--- config.mk ---
export PLATFORM = sky130hd
export DESIGN_NAME = frame_wr_burst_gen
export DESIGN_NICKNAME = d
export VERILOG_FILES = /design/src/rtl/frame_buf_pkg.sv /design/src/rtl/vs_edge_sync.sv /design/src/rtl/frame_wr_burst_gen.sv
export SDC_FILE = /design/constraint.sdc
export NUM_CORES = 1
export LEC_CHECK = 0
export BUFFER_PORTS_ARGS = -buffer_cell sky130_fd_sc_hd__buf_2
export CORE_MARGIN = 2
export CORE_UTILIZATION = 35
export CTS_CLUSTER_DIAMETER = 50
export DETAILED_ROUTE_END_ITERATION = 10
export MAX_ROUTING_LAYER = met4
export SYNTH_ARGS = -nofsm -noshare
export SYNTH_HDL_FRONTEND = slang
export SYNTH_SLANG_ARGS = --single-unit
--- constraint.sdc ---
create_clock -name clk -period 4.85 [get_ports clk]
set_clock_uncertainty 0.05 [all_clocks]
set_input_delay 0.7275 -clock clk [delete_from_list [all_inputs] [get_ports clk]]
set_output_delay 0.7275 -clock clk [all_outputs]
set_load 0.03 [all_outputs]
--- src/rtl/frame_buf_pkg.sv ---
// Shared definitions for the frame-buffer write/read burst generators:
// FSM states, bank width and the default address mapping.
package frame_buf_pkg;

    typedef enum logic [1:0] {
        ST_IDLE = 2'd0,
        ST_REQ  = 2'd1,
        ST_DATA = 2'd2
    } fb_state_e;

    localparam int BANK_W          = 2;
    localparam int BANK_LOG2_DEF   = 23;
    localparam int BEAT_LOG2_DEF   = 4;
    localparam int FRAME_BEATS_DEF = 115200;

endpackage

--- src/rtl/vs_edge_sync.sv ---
// Two-flop synchronizer for an asynchronous vsync plus a rising-edge detector
// on the synchronized level; rise_o is a single-cycle pulse.
module vs_edge_sync (
    input  logic clk,
    input  logic rst_n,
    input  logic vs_i,
    output logic rise_o
);

    logic [1:0] sync_q;
    logic       d1_q;

    always_ff @(posedge clk) begin
        if (!rst_n) begin
            sync_q <= 2'b00;
            d1_q   <= 1'b0;
        end else begin
            sync_q <= {sync_q[0], vs_i};
            d1_q   <= sync_q[1];
        end
    end

    assign rise_o = sync_q[1] & ~d1_q;

endmodule

--- src/rtl/frame_wr_burst_gen.sv ---
// Turns camera beats queued in the write FIFO into DDR write bursts addressed
// into the bank latched at frame start. Define FRAME_WR_STAT_EN for frame/drop counters.
module frame_wr_burst_gen
    import frame_buf_pkg::*;
#(
    parameter int ADDR_W      = 28,
    parameter int BANK_LOG2   = BANK_LOG2_DEF,
    parameter int BEAT_LOG2   = BEAT_LOG2_DEF,
    parameter int BURST_LEN   = 64,
    parameter int FRAME_BEATS = FRAME_BEATS_DEF
) (
    input  logic              clk,
    input  logic              rst_n,
    input  logic              vin_vs,
    input  logic [1:0]        wr_bank,
    input  logic [9:0]        fifo_cnt,
    output logic              fifo_rd_en,
    output logic              wr_cmd_valid,
    input  logic              wr_cmd_ready,
    output logic [ADDR_W-1:0] wr_cmd_addr,
    output logic [7:0]        wr_cmd_len,
    input  logic              wr_data_ready,
    output logic              wr_data_last,
    output logic              frame_done,
    output logic              frame_err,
    output logic [15:0]       stat_frames,
    output logic [15:0]       stat_drops
);

    localparam int REM_W = $clog2(FRAME_BEATS + 1);

    fb_state_e          state_q;
    logic               active_q;
    logic               sof_pend_q;
    logic [BANK_W-1:0]  cur_bank_q;
    logic [ADDR_W-1:0]  beat_addr_q;
    logic [REM_W-1:0]   remain_q;
    logic [7:0]         beat_cnt_q;
    logic               cmd_valid_q;
    logic [ADDR_W-1:0]  cmd_addr_q;
    logic [7:0]         cmd_len_q;
    logic               done_q;
    logic               err_q;

    logic               sof;
    logic [7:0]         len_nxt_d;
    logic [ADDR_W-1:0]  addr_nxt_d;
    logic               last_beat_d;

    vs_edge_sync u_vs_sync (
        .clk    (clk),
        .rst_n  (rst_n),
        .vs_i   (vin_vs),
        .rise_o (sof)
    );

    always_comb begin
        len_nxt_d   = (int'(remain_q) > BURST_LEN) ? 8'(BURST_LEN) : 8'(remain_q);
        addr_nxt_d  = (ADDR_W'(cur_bank_q) << BANK_LOG2) + (beat_addr_q << BEAT_LOG2);
        last_beat_d = (beat_cnt_q == cmd_len_q - 8'd1);
    end

    always_ff @(posedge clk) begin
        if (!rst_n) begin
            state_q     <= ST_IDLE;
            active_q    <= 1'b0;
            sof_pend_q  <= 1'b0;
            cur_bank_q  <= '0;
            beat_addr_q <= '0;
            remain_q    <= '0;
            beat_cnt_q  <= '0;
            cmd_valid_q <= 1'b0;
            cmd_addr_q  <= '0;
            cmd_len_q   <= '0;
            done_q      <= 1'b0;
            err_q       <= 1'b0;
        end else begin
            done_q <= 1'b0;
            err_q  <= 1'b0;
            case (state_q)
                ST_IDLE: begin
                    // A pending frame start takes priority over issuing a burst of the old frame.
                    if (sof_pend_q) begin
                        beat_addr_q <= '0;
                        remain_q    <= REM_W'(FRAME_BEATS);
                        active_q    <= 1'b1;
                        sof_pend_q  <= 1'b0;
                    end else if (active_q && (fifo_cnt >= {2'b00, len_nxt_d})) begin
                        state_q     <= ST_REQ;
                        cmd_valid_q <= 1'b1;
                        cmd_addr_q  <= addr_nxt_d;
                        cmd_len_q   <= len_nxt_d;
                    end
                end
                ST_REQ: begin
                    if (wr_cmd_ready) begin
                        state_q     <= ST_DATA;
                        cmd_valid_q <= 1'b0;
                        beat_cnt_q  <= '0;
                    end
                end
                ST_DATA: begin
                    if (wr_data_ready) begin
                        beat_cnt_q <= beat_cnt_q + 8'd1;
                        if (last_beat_d) begin
                            state_q     <= ST_IDLE;
                            beat_addr_q <= beat_addr_q + ADDR_W'(cmd_len_q);
                            remain_q    <= remain_q - REM_W'(cmd_len_q);
                            if (int'(remain_q) == int'(cmd_len_q)) begin
                                done_q   <= 1'b1;
                                active_q <= 1'b0;
                            end
                        end
                    end
                end
                default: state_q <= ST_IDLE;
            endcase
            // Placed after the FSM so a new frame start wins over consuming the previous one.
            if (sof) begin
                cur_bank_q <= wr_bank;
                sof_pend_q <= 1'b1;
                err_q      <= active_q | sof_pend_q;
            end
        end
    end

    assign fifo_rd_en   = (state_q == ST_DATA) & wr_data_ready;
    assign wr_data_last = (state_q == ST_DATA) & last_beat_d;
    assign wr_cmd_valid = cmd_valid_q;
    assign wr_cmd_addr  = cmd_addr_q;
    assign wr_cmd_len   = cmd_len_q;
    assign frame_done   = done_q;
    assign frame_err    = err_q;

`ifdef FRAME_WR_STAT_EN
    logic [15:0] frames_q;
    logic [15:0] drops_q;

    always_ff @(posedge clk) begin
        if (!rst_n) begin
            frames_q <= '0;
            drops_q  <= '0;
        end else begin
            if (done_q && (frames_q != 16'hFFFF)) frames_q <= frames_q + 16'd1;
            if (err_q && (drops_q != 16'hFFFF))   drops_q  <= drops_q + 16'd1;
        end
    end

    assign stat_frames = frames_q;
    assign stat_drops  = drops_q;
`else
    assign stat_frames = 16'd0;
    assign stat_drops  = 16'd0;
`endif

endmodule
After elaboration in Yosys (flattened, before gate mapping). Cells that the tools add are included.

Register bits: 101. Output and inout bits: 73. Logic and storage cells: 82.

Add/subtract/negate cells: 5. $lt $le $gt $ge: 2. Equality and inequality tests: 11. Mux-type cells: 30. Bitwise gates (word level): 6. Reductions and logical operators: 14.

Operators by type and width (number): 28-bit two-way mux (3); 28-bit one-hot mux with 2 select lines (1); 17-bit two-way mux (3); 17-bit one-hot mux with 2 select lines (1); 25-bit by 28-bit adder with 28-bit output (1); 28-bit by 8-bit adder with 28-bit output (1); 8-bit two-way mux (3); 17-bit by 9-bit equality test with 1-bit output (1); 17-bit by 7-bit > comparator with 1-bit output (second input constant) (1); 17-bit by 8-bit subtractor with 17-bit output (1); 8-bit one-hot mux with 2 select lines (1); 2-bit != test (second input constant) (7); 4-bit AND reduction (3); 10-bit by 8-bit greater-or-equal comparator with 1-bit output (1); 1-bit two-way mux (10); 2-bit two-way mux (5); 5-bit AND reduction (2); 8-bit by 1-bit adder with 8-bit output (second input constant) (1); 8-bit equality test (1); 2-bit nonzero test (4); 8-bit by 1-bit subtractor with 8-bit output (second input constant) (1); 2-bit one-hot mux with 3 select lines (1); 3-bit AND reduction (2); 1-bit one-hot mux with 2 select lines (2); 8 further kinds (11).

Longest topological paths before layout. Gate-level depths: netlist of run 1.

Depth after elaboration: 7. Mapped depth: 15. Gate-level depth less buffers: 13.

Modules after synthesis. A second synthesis of run 1 with hierarchy kept.

Cells, all modules: 644. Area, all modules: 5549.1 sq um.

Modules (own cells, without submodules): frame_wr_burst_gen (instances 1, cells an instance 637, area an instance 5456.5 sq um, sequential area each 1801.7 sq um); vs_edge_sync (instances 1, cells an instance 7, area an instance 92.6 sq um, sequential area each 60.1 sq um).

Worst setup path after synthesis of run 1. Ideal clock, no wire load.

Kind: reg-to-reg. Start: reg remain_q[11]. End: reg cmd_addr_q[10] (netlist: wr_cmd_addr[10]). Setup time: 142 ps. Arrival time: 3482 ps. Slack: 1176 ps. Cell stages (with the launch flop): 16. Clock period less this slack: 3674 ps. Cells stage by stage: dfxtp_1 nor3_1 nand2b_1 or3_1 a2111oi_4 and2_1 ha_1 nand2b_1 a21o_1 a21o_1 a21oi_1 o21ai_1 a21o_1 clkbuf_1 buf_1 mux2i_1.

Word-level cells in the longest chain between the ends: 5.

Ends and longest elaborated chain: start, declared (line frame_wr_burst_gen.sv:37) `logic [REM_W-1:0] remain_q;`; start signal, assigned (line frame_wr_burst_gen.sv:85) `remain_q <= REM_W'(FRAME_BEATS);`; start signal, assigned (line frame_wr_burst_gen.sv:108) `remain_q <= remain_q - REM_W'(cmd_len_q);`; 17-bit by 7-bit > comparator with 1-bit output (line frame_wr_burst_gen.sv:58) `len_nxt_d = (int'(remain_q) > BURST_LEN) ? 8'(BURST_LEN) : 8'(remain_q);`; 8-bit two-way mux (line frame_wr_burst_gen.sv:58); named net len_nxt_d[0] (line frame_wr_burst_gen.sv:46) `logic [7:0] len_nxt_d;`; 10-bit by 8-bit greater-or-equal comparator with 1-bit output (line frame_wr_burst_gen.sv:88) `end else if (active_q && (fifo_cnt >= {2'b00, len_nxt_d})) begin`; 1-bit logical AND (line frame_wr_burst_gen.sv:88); 3-bit AND reduction (no line); end signal, assigned (line frame_wr_burst_gen.sv:91) `cmd_addr_q <= addr_nxt_d;`; end, declared (line frame_wr_burst_gen.sv:40) `logic [ADDR_W-1:0] cmd_addr_q;`.

The timed path passes the listed nets, and every way through them passes these cells. A chain may end at the register's enable or synchronous reset.

Final worst setup path of run 1.
Start: reg remain_q[11]. End: reg cmd_addr_q[24] (netlist: wr_cmd_addr[24]).

The elaborated chain is that of the path after synthesis.

==> metrics list, run 1 <==
- Pwr Density: 271.5 mW/mm2
- Total Routed Length: 12.47 mm
* Destination of the worst hold path: frame_err$_SDFF_PN0_
* Period utilisation layout: 80.26%
* CTS buffer count: 9
* Filler Cell Count: 1,554
- Number of enable-type register cells in the synthesized netlist: 0
* Setup bufs post-CTS: 0
* Ratio of routed vias to standard cells: 5.040
* Vias in the first global route: 4,095
- Once the clock tree was built, the resizer swapped 0 gates to a different size.
* First-pass GRT wire length: 20.63 mm
- Once layout is complete, the utilization of the core stands at 39.55%.
- Total number of vias: 4,440
- Number of primary I/O pins: 90
- For the pin with the worst max-slew slack, the measured transition is 0.7268 ns.
* Placeable core region: 0.01515 mm2
* Die area: 0.01641 mm2
* Leakage power figure: 0.002443 uW
* Max IR drop VDD: 0.0001522 V
- The number of antenna diodes in the final layout is 0.
- Global router's overall resource usage: 16.30%
- Count of warnings emitted by yosys: 0
- Footprint of the flip-flops and latches: 0.001862 mm2
- For this run, design rule violations remaining after detail routing come to 0.
* Post-layout nets: 736
- Most frequent cell on the critical path: a21o_1
* Complex-gate fraction of the synthesized area: 14.62%
* Cell-by-cell trace of the critical path: nor3_1 > nand2b_1 > or3_1 > a2111oi_4 > and2_1 > ha_1 > nand2b_1 > a21o_1 > a21o_1 > a21oi_1 > o21ai_1 > a21o_1 > buf_4 > a211oi_1
* Adder-cell share of the synthesized area: 7.614%
* Placer's final routability congestion estimate: 0.8669
- Type of destination of the critical path: register
- Clock transition time at the flip-flop clock pins of the worst setup and hold paths: 0.06 ns
- RSZ-0062 raised after global routing: no
* Netlist area before placement: 0.005390 mm2
- In this run the tightest slew margin relative to its limit is 51.40%.
- Final cell count without fillers: 881
- Fraction of synthesized area in multiplexers: 5.780%
* Result of the run: complete, no violations
- In this run the most critical hold path is launched from u_vs_sync.d1_q$_SDFF_PN0_.
* Layout Area Growth over Synthesis: 11.14%
- Worst setup path category: reg -> reg
- Share of cells above drive strength 1: 12.27%
- Top flip-flop cell by instance count after synthesis: dfxtp_1
- Htree depth: 3
* Post-Synth XOR/XNOR Area: 5.200%
- Main combinational cell family by area after synthesis: simple AND/OR/NAND/NOR gates
* Slowest CP cell: a2111oi_4
* Total negative slack for setup checks: 0 ns
- Share of synthesized area occupied by flip-flops and latches: 34.54%
- CTS tree: done
- Fmax: 256.9 MHz
* Fraction of registers with async set/reset: 0%
- Delay of the slowest critical-path stage: 0.53 ns
- Worst hold path stage count: 1
- The first TritonRoute pass finished after 4 iterations.
- Clock insertion delay at the later pin of the skew report: 0.35 ns
- Initial Util: 35.59%
* Path depth of the worst reg2reg path: 14
- Critical Path RT: 5.07 ns
- Counting flops and latches in the post-synthesis netlist gives 93.
- Library cell used as clock root buffer: clkbuf_16
- The smallest clock period supported by the final layout is computed as 3.893 ns.
- Antenna Violating Nets Remaining: 0
- Worst hold-check slack: 0.3668 ns
- Antenna violations before repair: 0
- Site Rows: 45
- Vertical die dimension: 128.1 um
- Highest fanout seen on the critical path: 24
* Port Buffers: 53
- Across all register-to-register paths, the minimum setup slack is 0.96 ns.
- Entering global routing, the biggest net connects 46 pins.
* Number of max-cap violations: 0
- The detailed router finished its first iteration with 218 violations.
- Summing the areas of all and, or, nand and nor instances in the mapped netlist gives 23.84% of the synthesized area.
* Number of instances in the placed design: 865
* Kind of start point of the critical path: register
- Dividing the detail-routed wire length by the instance count gives 14.15 um.
- Crit Reg-Reg Startpoint: remain_q[11]$_SDFFE_PN0P_
- Max-slew violation count: 0
- Classification of the worst-slack hold path: reg -> reg
- Setup violations remaining at the end of the flow were counted as 0.
- Counting along the longest clock path gives a buffer depth of 2.
* GRT overflow: 0
- Overall power consumption after layout is estimated at 1626 uW.
- Total area of multi-input combinational cells: 0.003214 mm2
- From left edge to right edge, the die measures 128.1 um.
- For this design, the sink count on the clock tree is 93.
- Post-synth cell types: 62
- At the worst endpoint, the arrival time is 4.11 ns.
- Final hold vios: 0
* Average cell area after synthesis: 8.370 um2
- Reg-to-Reg End: wr_cmd_addr[24]$_SDFFE_PN0P_
- Post-detail-place hpwl: 9.053 mm
- Buffers inserted to repair hold after CTS numbered 0.
- Synth Instances: 644
==> metal layers <==
| layer | track usage, % | vias to the layer above | wire length, um |
|---|---|---|---|
| li1 | - | 2292 | - |
| met1 | 21.40 | 2053 | 6098 |
| met2 | 25.32 | 84 | 5743 |
| met3 | 3.506 | 11 | 462 |
| met4 | 4.719 | 0 | 163 |
| met5 | - | - | 0 |
==> final cells by class <==
cell class	instances	share of cell area [%]
Clock buffer	12	4.114
Tap cell	188	3.926
Clock inverter	4	0.7937
Sequential cell	93	31.08
Multi-Input combinational cell	505	53.65
Timing Repair Buffer	59	5.180
Inverter	20	1.253
==> logic make-up after synthesis <==
| logic type | Yosys count |
|---|---|
| XOR/XNOR | 32 |
| flip-flops | 93 |
| other | 2 |
| buffers and inverters | 81 |
| adder cells (fa/ha/maj) | 31 |
| AND/OR/NAND/NOR | 255 |
| AO/OA/AOI/OAI | 119 |
| multiplexers | 31 |
==> worst max path at each step <==
| stage | start | end | slack, ns | cells past startpoint |
|---|---|---|---|---|
| 5_1_grt | remain_q[11]$_SDFFE_PN0P_ | wr_cmd_len[6]$_SDFFE_PN0P_ | 0.53 | 14 |
| 3_5_place_dp | remain_q[11]$_SDFFE_PN0P_ | wr_cmd_len[6]$_SDFFE_PN0P_ | 0.99 | 14 |
| 3_3_place_gp | remain_q[11]$_SDFFE_PN0P_ | wr_cmd_addr[24]$_SDFFE_PN0P_ | 1.06 | 14 |
| 4_1_cts | remain_q[11]$_SDFFE_PN0P_ | wr_cmd_addr[24]$_SDFFE_PN0P_ | 0.96 | 14 |
| 6_report | remain_q[11]$_SDFFE_PN0P_ | wr_cmd_addr[24]$_SDFFE_PN0P_ | 0.96 | 14 |
| 2_1_floorplan | remain_q[11]$_SDFFE_PN0P_ | wr_cmd_addr[10]$_SDFFE_PN0P_ | 1.18 | 15 |
==> through the flow <==
| stage | instance area (um2) | setup slack [ns] |
|---|---|---|
| after CTS | 5991 | 0.9628 |
| after global routing | 5991 | 0.5323 |
| after detailed placement | 5697 | 0.9887 |
| after floorplan | 5522 | 1.176 |
| final | 5991 | 0.9575 |
| after global placement | 5697 | 1.060 |
==> critical path: cells and delay by family (launching register included) <==
family	cells	cell delay, ns
AOI/OAI and AO/OA	7	1.68
buffers and inverters	1	0.25
adders and majority gates	1	0.21
and+or+nand+nor	5	1.25
DFF	1	0.35
==> flip-flops by register name, indices dropped and copies added, names as in the netlist <==
register          count
cur_bank_q            2
remain_q             17
frame_err             1
sof_pend_q            1
state_q               2
u_vs_sync.d1_q        1
u_vs_sync.sync_q      2
beat_cnt_q            8
active_q              1
wr_cmd_valid          1
beat_addr_q          24
wr_cmd_len            8
wr_cmd_addr          24
frame_done            1
==> cells in the final DEF, fill, tap and decap left out, types with 10 or more instances in the layout <==
cell	n
a211oi_1	10
a21oi_1	49
buf_2	53
conb_1	37
dfxtp_1	93
ha_1	28
inv_1	18
mux2i_1	30
nand2_1	101
nand3_1	17
nand4_1	11
nor2_1	38
o21ai_0	16
or3_1	22
xnor2_1	15
xor2_1	17
==> cells in the mapped netlist (5+ instances only) <==
| cell | instances | share of area, % |
|---|---|---|
| nand2_1 | 101 | 7.0 |
| dfxtp_1 | 93 | 35 |
| a21oi_1 | 49 | 4.5 |
| nor2_1 | 38 | 2.6 |
| buf_4 | 36 | 5.0 |
| mux2i_1 | 30 | 5.6 |
| ha_1 | 28 | 6.5 |
| or3_1 | 22 | 2.6 |
| clkbuf_1 | 19 | 1.3 |
| inv_1 | 18 | 1.3 |
| nand3_1 | 17 | 1.6 |
| xor2_1 | 17 | 2.8 |
| o21ai_0 | 16 | 1.5 |
| xnor2_1 | 15 | 2.4 |
| nand4_1 | 11 | 1.3 |
| a211oi_1 | 10 | 1.4 |
| nor3_1 | 9 | 0.84 |
| or4_1 | 9 | 1.3 |
| a21o_1 | 8 | 1.1 |
| and2_1 | 7 | 0.81 |
| nor2b_1 | 7 | 0.81 |
| o31ai_1 | 7 | 0.97 |
| nand2b_1 | 6 | 0.70 |
| and3_1 | 5 | 0.58 |
==> power by group <==
group	switching (uW)	internal, uW	total, uW	leakage (uW)
Combinational	106	35.4	141	0.00155
Sequential	6.61	770	777	0.000750
Clock	296	412	708	0.000143
Total	409	1220	1630	0.00244
No activity file was read; power rests on OpenSTA's default activity.
==> run 2: changes to the inputs <==
==> constraint.sdc (replaced) <==
create_clock -name clk -period 3.6 [get_ports clk]
set_clock_uncertainty 0.05 [all_clocks]
set_input_delay 0.54 -clock clk [delete_from_list [all_inputs] [get_ports clk]]
set_output_delay 0.54 -clock clk [all_outputs]
set_load 0.03 [all_outputs]
==> run 2 against run 1 <==
First-iteration DRC count is 44% higher. Sequential power is 34% higher. Largest cell class unchanged. Setup slack worse by 0.80 ns.
==> metrics list, run 2 (synthesis results as in run 1) <==
- Overall die width: 128.1 um (unchanged)
* Highest fanout seen on the critical path: 24 (unchanged)
- The count of buffers from port buffering was 53 (unchanged).
- Worst hold path stage count: 2 (+1)
- The number of cell instances on the worst register-to-register path came to 13 (-1).
- The pin count of the biggest net entering global routing was 45 (-2.2%).
* Origin of the worst min-delay path: vin_vs
* Initial Util: 35.59% (unchanged)
* Drt first pass iters: 5 (+1)
* Setup WS pre-CTS: 0.02920 ns (-0.9595 ns)
- Total Routed Length: 12.68 mm (+1.7%)
- Worst setup path category: reg -> reg
- The clock insertion delay at the later pin of the skew report was 0.35 ns (about the same).
* Kind of start point of the critical path: register
- The final-report hold violation count was 0 (unchanged).
- The power density of the placed cells came to 355.0 mW/mm2 (+31%).
* Number of primary I/O pins: 90 (unchanged)
- First-pass GRT wire length: 21.31 mm (+3.3%)
- The area growth from synthesis to layout is 14.09%.
* Placer's final routability congestion estimate: 0.8802 (+1.5%)
- Worst hold-check slack: 0.3453 ns (-0.02158 ns)
- The total clock buffers created by CTS came to 9 (unchanged).
- The worst register-to-register path begins at remain_q[9]$_SDFFE_PN0P_.
* Commonest cells after routing, fill and taps aside: nand2_1, dfxtp_1, buf_2
* Total negative slack for setup checks: 0 ns (unchanged)
- Starting DRC count in detailed routing: 314 (+44%)
- The area of the core came to 0.01515 mm2 (unchanged).
* Leakage power figure: 0.002533 uW (+3.7%)
- Transition time of the tightest slew-check pin: 0.7057 ns (-0.02105 ns)
* Tmin final: 3.444 ns (-0.4486 ns)
- Number of hold buffers added after CTS: 0 (unchanged)
- The number of nets in the final layout came to 753 (+2.3%).
- Reg-to-Reg End: wr_cmd_len[6]$_SDFFE_PN0P_
- Max-slew violation count: 0 (unchanged)
- The library cell used most frequently in the layout, excluding fill and tap cells, is nand2_1.
- The slack of the worst reg-to-reg path is 0.16 ns (-0.80 ns).
- The share of the clock period used by the worst path after layout came to 95.67% (+15 points).
* Type of destination of the critical path: register
- The remaining antenna violation count after routing came to 0 (unchanged).
* Max IR drop VDD: 0.0001897 V (+25%)
- Final routed wire length divided by cell count: 14.12 um (-0.22%)
- The clock transition at the registers of the reported paths came to 0.07 ns (about the same).
- Result of the run: complete, no violations
- Post-detail-place hpwl: 9.344 mm (+3.2%)
- Global router's overall resource usage: 16.66% (+0.36 points)
* Fmax: 290.4 MHz (+13%)
- The total via count after detailed routing is 4,524 (+1.9%).
* Classification of the worst-slack hold path: in -> reg
- CTS tree: done
- Number of max-cap violations: 0 (unchanged)
* Critical Path RT: 3.81 ns (-1.26 ns)
- Destination of the worst hold path: u_vs_sync.sync_q[0]$_SDFF_PN0_
- Max clock buf depth: 2 (unchanged)
- Vertical die dimension: 128.1 um (unchanged)
- The number of core rows is 45 (unchanged).
- Worst max-slew margin expressed relative to the limit: 52.84% (+1.4 points)
- Ratio of routed vias to standard cells: 5.038 (about the same)
* DRC violations left: 0 (unchanged)
- The number of endpoints failing setup at the final stage came to 0 (unchanged).
* Vias in the first global route: 4,211 (+2.8%)
- The cell sitting at the root of the clock tree is a clkbuf_16.
- Share of cells above drive strength 1: 15.21% (+2.9 points)
* Htree depth: 3 (unchanged)
* GRT overflow: 0 (unchanged)
- TritonCTS Sinks: 93 (unchanged)
- The post-route total power was 2183 uW (+34%).
- The initial antenna violation count was 0 (unchanged).
- Worst path arrival time: 3.65 ns (-0.46 ns)
- # diodes: 0 (unchanged)
- Die area: 0.01641 mm2 (unchanged)
* Final core utilization: 40.60% (+1.0 points)
* Worst setup margin: 0.1561 ns (-0.8014 ns)
## run 2: cell count changes in the layout (fill, tap and decap cells not counted), sizes merged
cell      delta
buf         +17
bufinv       -1
clkbuf       +1
clkinv       +1
clkinvlp     -1
## run 2: report_power, final
group | internal (uW) | switching, uW
clock | 524 | 405
sequential | 1040 | 7.56
combinational | 61.8 | 147
total | 1620 | 560
## run 2: worst max-delay path, stage by stage, from the launching register on
cell,delay (ns)
dfxtp_1,0.36
or3_4,0.39
or3_4,0.38
a2111oi_4,0.35
and2_1,0.17
ha_1,0.21
nand2b_1,0.13
a21o_1,0.17
a21o_1,0.17
a21oi_1,0.20
o21ai_2,0.14
a21o_1,0.20
buf_12,0.18
a211oi_1,0.25
## run 2: per-stage QoR
step,area [um2],std cells
2_1_floorplan,5524,679
3_3_place_gp,5822,880
3_5_place_dp,5822,880
4_1_cts,6111,896
5_1_grt,6150,898
6_report,6150,898
## run 2: timing repair
item | 4_1_cts | 5_1_grt
resized for setup | 0 | 5
endpoints found under the setup margin | 0 | 33
buffers inserted | 0 | 2
## run 2: worst max path at each step
| stage | slack [ns] | end | depth (start not counted) | from |
|---|---|---|---|---|
| finish | 0.16 | wr_cmd_len[6]$_SDFFE_PN0P_ | 13 | remain_q[9]$_SDFFE_PN0P_ |
| global route | -0.001 | wr_cmd_addr[24]$_SDFFE_PN0P_ | 13 | remain_q[9]$_SDFFE_PN0P_ |
| CTS | 0.01 | wr_cmd_addr[24]$_SDFFE_PN0P_ | 13 | remain_q[9]$_SDFFE_PN0P_ |
| detailed placement | 0.03 | wr_cmd_addr[24]$_SDFFE_PN0P_ | 13 | remain_q[9]$_SDFFE_PN0P_ |
| global placement | 0.11 | wr_cmd_addr[24]$_SDFFE_PN0P_ | 13 | remain_q[9]$_SDFFE_PN0P_ |
| floorplan | 0.01 | wr_cmd_addr[26]$_SDFFE_PN0P_ | 15 | remain_q[11]$_SDFFE_PN0P_ |
## run 2: cell type report
cell class,count,area [um2]
Clock buffer,13,270.3
Clock inverter,3,18.77
Fill cell,1565,8996
Inverter,20,75.07
Multi-Input combinational cell,505,3238
Sequential cell,93,1862
Tap cell,188,235.2
Timing Repair Buffer,76,450.4
## run 2: metal layers
layer | up-vias | share of wire, % | GRT usage [%]
met3 | 9 | 4.3 | 3.673
met4 | 0 | 1.3 | 3.878
met1 | 2092 | 49 | 21.80
met2 | 84 | 46 | 26.36
met5 | - | 0 | -
li1 | 2339 | - | -
==> run 3: changes to the inputs <==
--- a/config.mk
+++ b/config.mk
@@ -7,7 +7,7 @@
 export LEC_CHECK = 0
 export BUFFER_PORTS_ARGS = -buffer_cell sky130_fd_sc_hd__buf_2
 export CORE_MARGIN = 2
-export CORE_UTILIZATION = 35
+export CORE_UTILIZATION = 40
 export CTS_CLUSTER_DIAMETER = 50
 export DETAILED_ROUTE_END_ITERATION = 10
 export MAX_ROUTING_LAYER = met4
==> run 3 against run 2 <==
Global-route usage increased by 2.7 points. First-iteration DRC count down 18%. Total power fell by 3.5%. Non-clock buffer count is 4 lower.
==> metrics list, run 3 (synthesis results as in run 1) <==
- Result of the run: complete, no violations
- The relative contribution of combinational cells to total power was 9.7% (about the same).
- The detailed router's first-iteration violation count was 256 (-18%).
- The initial antenna violation count was 0 (unchanged).
- Switching Power: 531.2 uW (-5.1%)
- Share of power burned in the clock network: 40.8% (-1.8 points)
- The ratio of routed vias to standard cells is 5.167 (+2.6%).
- Global router's overall resource usage: 19.39% (+2.7 points)
* Final core utilization: 45.89% (+5.3 points)
- The number of core rows came to 42 (-6.7%).
* Worst hold-check slack: 0.3488 ns (+0.003545 ns)
* First-pass GRT wire length: 21.56 mm (+1.1%)
- The worst-case setup slack after placement is 0.0009992 ns (-0.02820 ns).
- Clock tree synthesis selected as its root buffer the cell clkbuf_16.
- The total negative setup slack came to 0 ns (unchanged).
- RSZ-0062 raised after global routing: no
- The via count of the first global-routing pass was 4,418 (+4.9%).
- Max-slew violation count: 0 (unchanged)
- Placeable core region: 0.01319 mm2 (-13%)
- The sequential share of power came to 49.6% (+1.7 points).
* Final hold vios: 0 (unchanged)
* Critical Path RT: 3.81 ns (about the same)
* Overall die width: 120.1 um (-6.3%)
- Classification of the worst-slack hold path: in -> reg
- Drt first pass iters: 4 (-1)
* Max clock buf depth: 2 (unchanged)
* Number of instances in the placed design: 865 (-1.7%)
* Total Routed Length: 13.04 mm (+2.8%)
- Maximum number of pins on one net before global-route repair: 45 (unchanged)
- Most frequent cell on the critical path: a21o_1
- The final weighted congestion of routability-driven global placement was 0.8631 (-1.9%).
* CTS buffer count: 9 (unchanged)
* Destination of the worst hold path: u_vs_sync.sync_q[0]$_SDFF_PN0_
* Type of destination of the critical path: register
* TritonCTS Sinks: 93 (unchanged)
- The startpoint identified for the worst register-to-register timing path is remain_q[9]$_SDFFE_PN0P_.
- Origin of the worst min-delay path: vin_vs
* Share of cells above drive strength 1: 14.04% (-1.2 points)
* # diodes: 0 (unchanged)
* Max IR drop VDD: 0.0002085 V (+9.9%)
- The hold-critical path depth came to 2 (unchanged).
- Worst path arrival time: 3.59 ns (-0.06 ns)
- The number of non-filler instances in the completed layout was 881 (-1.9%).
* Path depth of the worst reg2reg path: 13 (unchanged)
- Highest fanout seen on the critical path: 8 (-67%)
- Cell-internal power: 1576 uW (-2.9%)
- Final routed wire length divided by cell count: 14.80 um (+4.8%)
- The die footprint was 0.01442 mm2 (-12%).
- The cts-stage hold buffer count was 0 (unchanged).
- The initial core utilization came to 40.87% (+5.3 points).
* Transition time of the tightest slew-check pin: 0.7121 ns (+0.006336 ns)
- Tmin final: 3.377 ns (-0.06647 ns)
- Among all stages on the critical path, the largest delay is contributed by or3_1.
* Number of endpoints failing setup at the final stage: 0 (unchanged)
* Sw frac: 25.21% (-0.43 points)
* Post-layout nets: 749 (-0.53%)
- The library cell used most frequently in the layout, excluding fill and tap cells, is nand2_1.
* Worst setup path category: reg -> reg
* DRC violations left: 0 (unchanged)
- The leakage power total is 0.002497 uW (-1.4%).
- The clock insertion delay at the later pin of the skew report is 0.34 ns (about the same).
- In the layout the commonest cells are nand2_1, dfxtp_1, buf_2.
- Delay of the slowest critical-path stage: 0.41 ns (+0.02 ns)
- In this run the critical register-to-register path is captured at wr_cmd_addr[24]$_SDFFE_PN0P_.
* Kind of start point of the critical path: register
* Period utilisation layout: 93.82% (-1.8 points)
- The post-DP HPWL is 9.717 mm (+4.0%).
* Port Buffers: 53 (unchanged)
- Htree depth: 3 (unchanged)
- TritonCTS built the clock tree.
* Layout Area Growth over Synthesis: 12.30%
- Number of max-cap violations: 0 (unchanged)
* R2r setup slk: 0.22 ns (+0.07 ns)
* Total number of vias: 4,552 (+0.62%)
- Worst setup margin: 0.2225 ns (+0.06647 ns)
* Fmax: 296.1 MHz (+2.0%)
* Clock transition time at the flip-flop clock pins of the worst setup and hold paths: 0.06 ns (about the same)
- The number of top-level pins was 90 (unchanged).
- The power density of the placed cells is 348.1 mW/mm2 (-1.9%).
- Worst max-slew margin expressed relative to the limit: 52.41% (-0.42 points)
- The die span in y is 120.1 um (-6.3%).
- The sum of overflow across all layers after global routing came to 0 (unchanged).
- Cell-by-cell trace of the critical path: or3_1 > or3_4 > a2111oi_4 > and2_1 > ha_1 > nand2b_1 > a21o_1 > a21o_1 > a21oi_1 > o21ai_2 > a21o_1 > buf_4 > a211oi_1
- Antenna Violating Nets Remaining: 0 (unchanged)
## run 3: changes by cell type in the layout (fill, tap and decap cells not counted), sizes merged
cell / previous run / this run
buf: 76 / 72
clkinv: 5 / 4
## run 3: power groups by stage
stage               logic [uW]  clock network, uW  registers [uW]
global placement           197                  0            1070
floorplan                  174                  0            1070
global route               223                927            1050
CTS                        202                891            1040
detailed placement         200                  0            1070
finish                     204                859            1040
## run 3: worst max-delay path, delay by kind of cell, from the launching register on
family | cells | cell delay [ns]
compound gates | 7 | 1.37
simple gates | 4 | 1.11
fa+ha+maj | 1 | 0.21
buf+inv | 1 | 0.19
flops | 1 | 0.35
## run 3: worst max path at each step
stage | from | to | slack [ns] | depth (start not counted)
after floorplan | remain_q[11]$_SDFFE_PN0P_ | wr_cmd_addr[26]$_SDFFE_PN0P_ | 0.01 | 15
after global placement | remain_q[9]$_SDFFE_PN0P_ | wr_cmd_addr[17]$_SDFFE_PN0P_ | 0.08 | 13
after detailed placement | remain_q[9]$_SDFFE_PN0P_ | wr_cmd_addr[6]$_SDFFE_PN0P_ | 0.001 | 13
after CTS | remain_q[9]$_SDFFE_PN0P_ | wr_cmd_addr[6]$_SDFFE_PN0P_ | 0.03 | 13
after global routing | remain_q[9]$_SDFFE_PN0P_ | wr_cmd_addr[24]$_SDFFE_PN0P_ | 0.01 | 13
final | remain_q[9]$_SDFFE_PN0P_ | wr_cmd_addr[24]$_SDFFE_PN0P_ | 0.22 | 13
## run 3: metal layers
metal | up-vias | wire (um) | track usage (%)
met1 | 2151 | 6132 | 24.44
met3 | 11 | 391 | 2.804
li1 | 2317 | - | -
met2 | 73 | 6317 | 31.43
met5 | - | 0 | -
met4 | 0 | 198 | 7.574
## run 3: stage by stage
step / power [uW] / instance area (um2)
2_1_floorplan: 1246 / 5524
3_3_place_gp: 1264 / 5772
3_5_place_dp: 1268 / 5772
4_1_cts: 2137 / 6036
5_1_grt: 2196 / 6053
6_report: 2107 / 6053
## run 3: repair_timing
item / CTS / global route
endpoints found under the hold margin: 0 / 0
pin swaps: 0 / 1
gates resized for setup: 1 / 2
endpoints found under the setup margin: 15 / 33
buffers inserted: 0 / 1
cloned: 0 / 0
## run 3: layout make-up
| cell class | count | area (um2) |
|---|---|---|
| flip-flops and latches | 93 | 1862 |
| clock buffers | 13 | 250.2 |
| inverters | 20 | 75.07 |
| well taps | 176 | 220.2 |
| clock inverters | 2 | 10.01 |
| repair buffers | 72 | 407.9 |
| multi-input cells | 505 | 3228 |
| fillers | 1328 | 7137 |
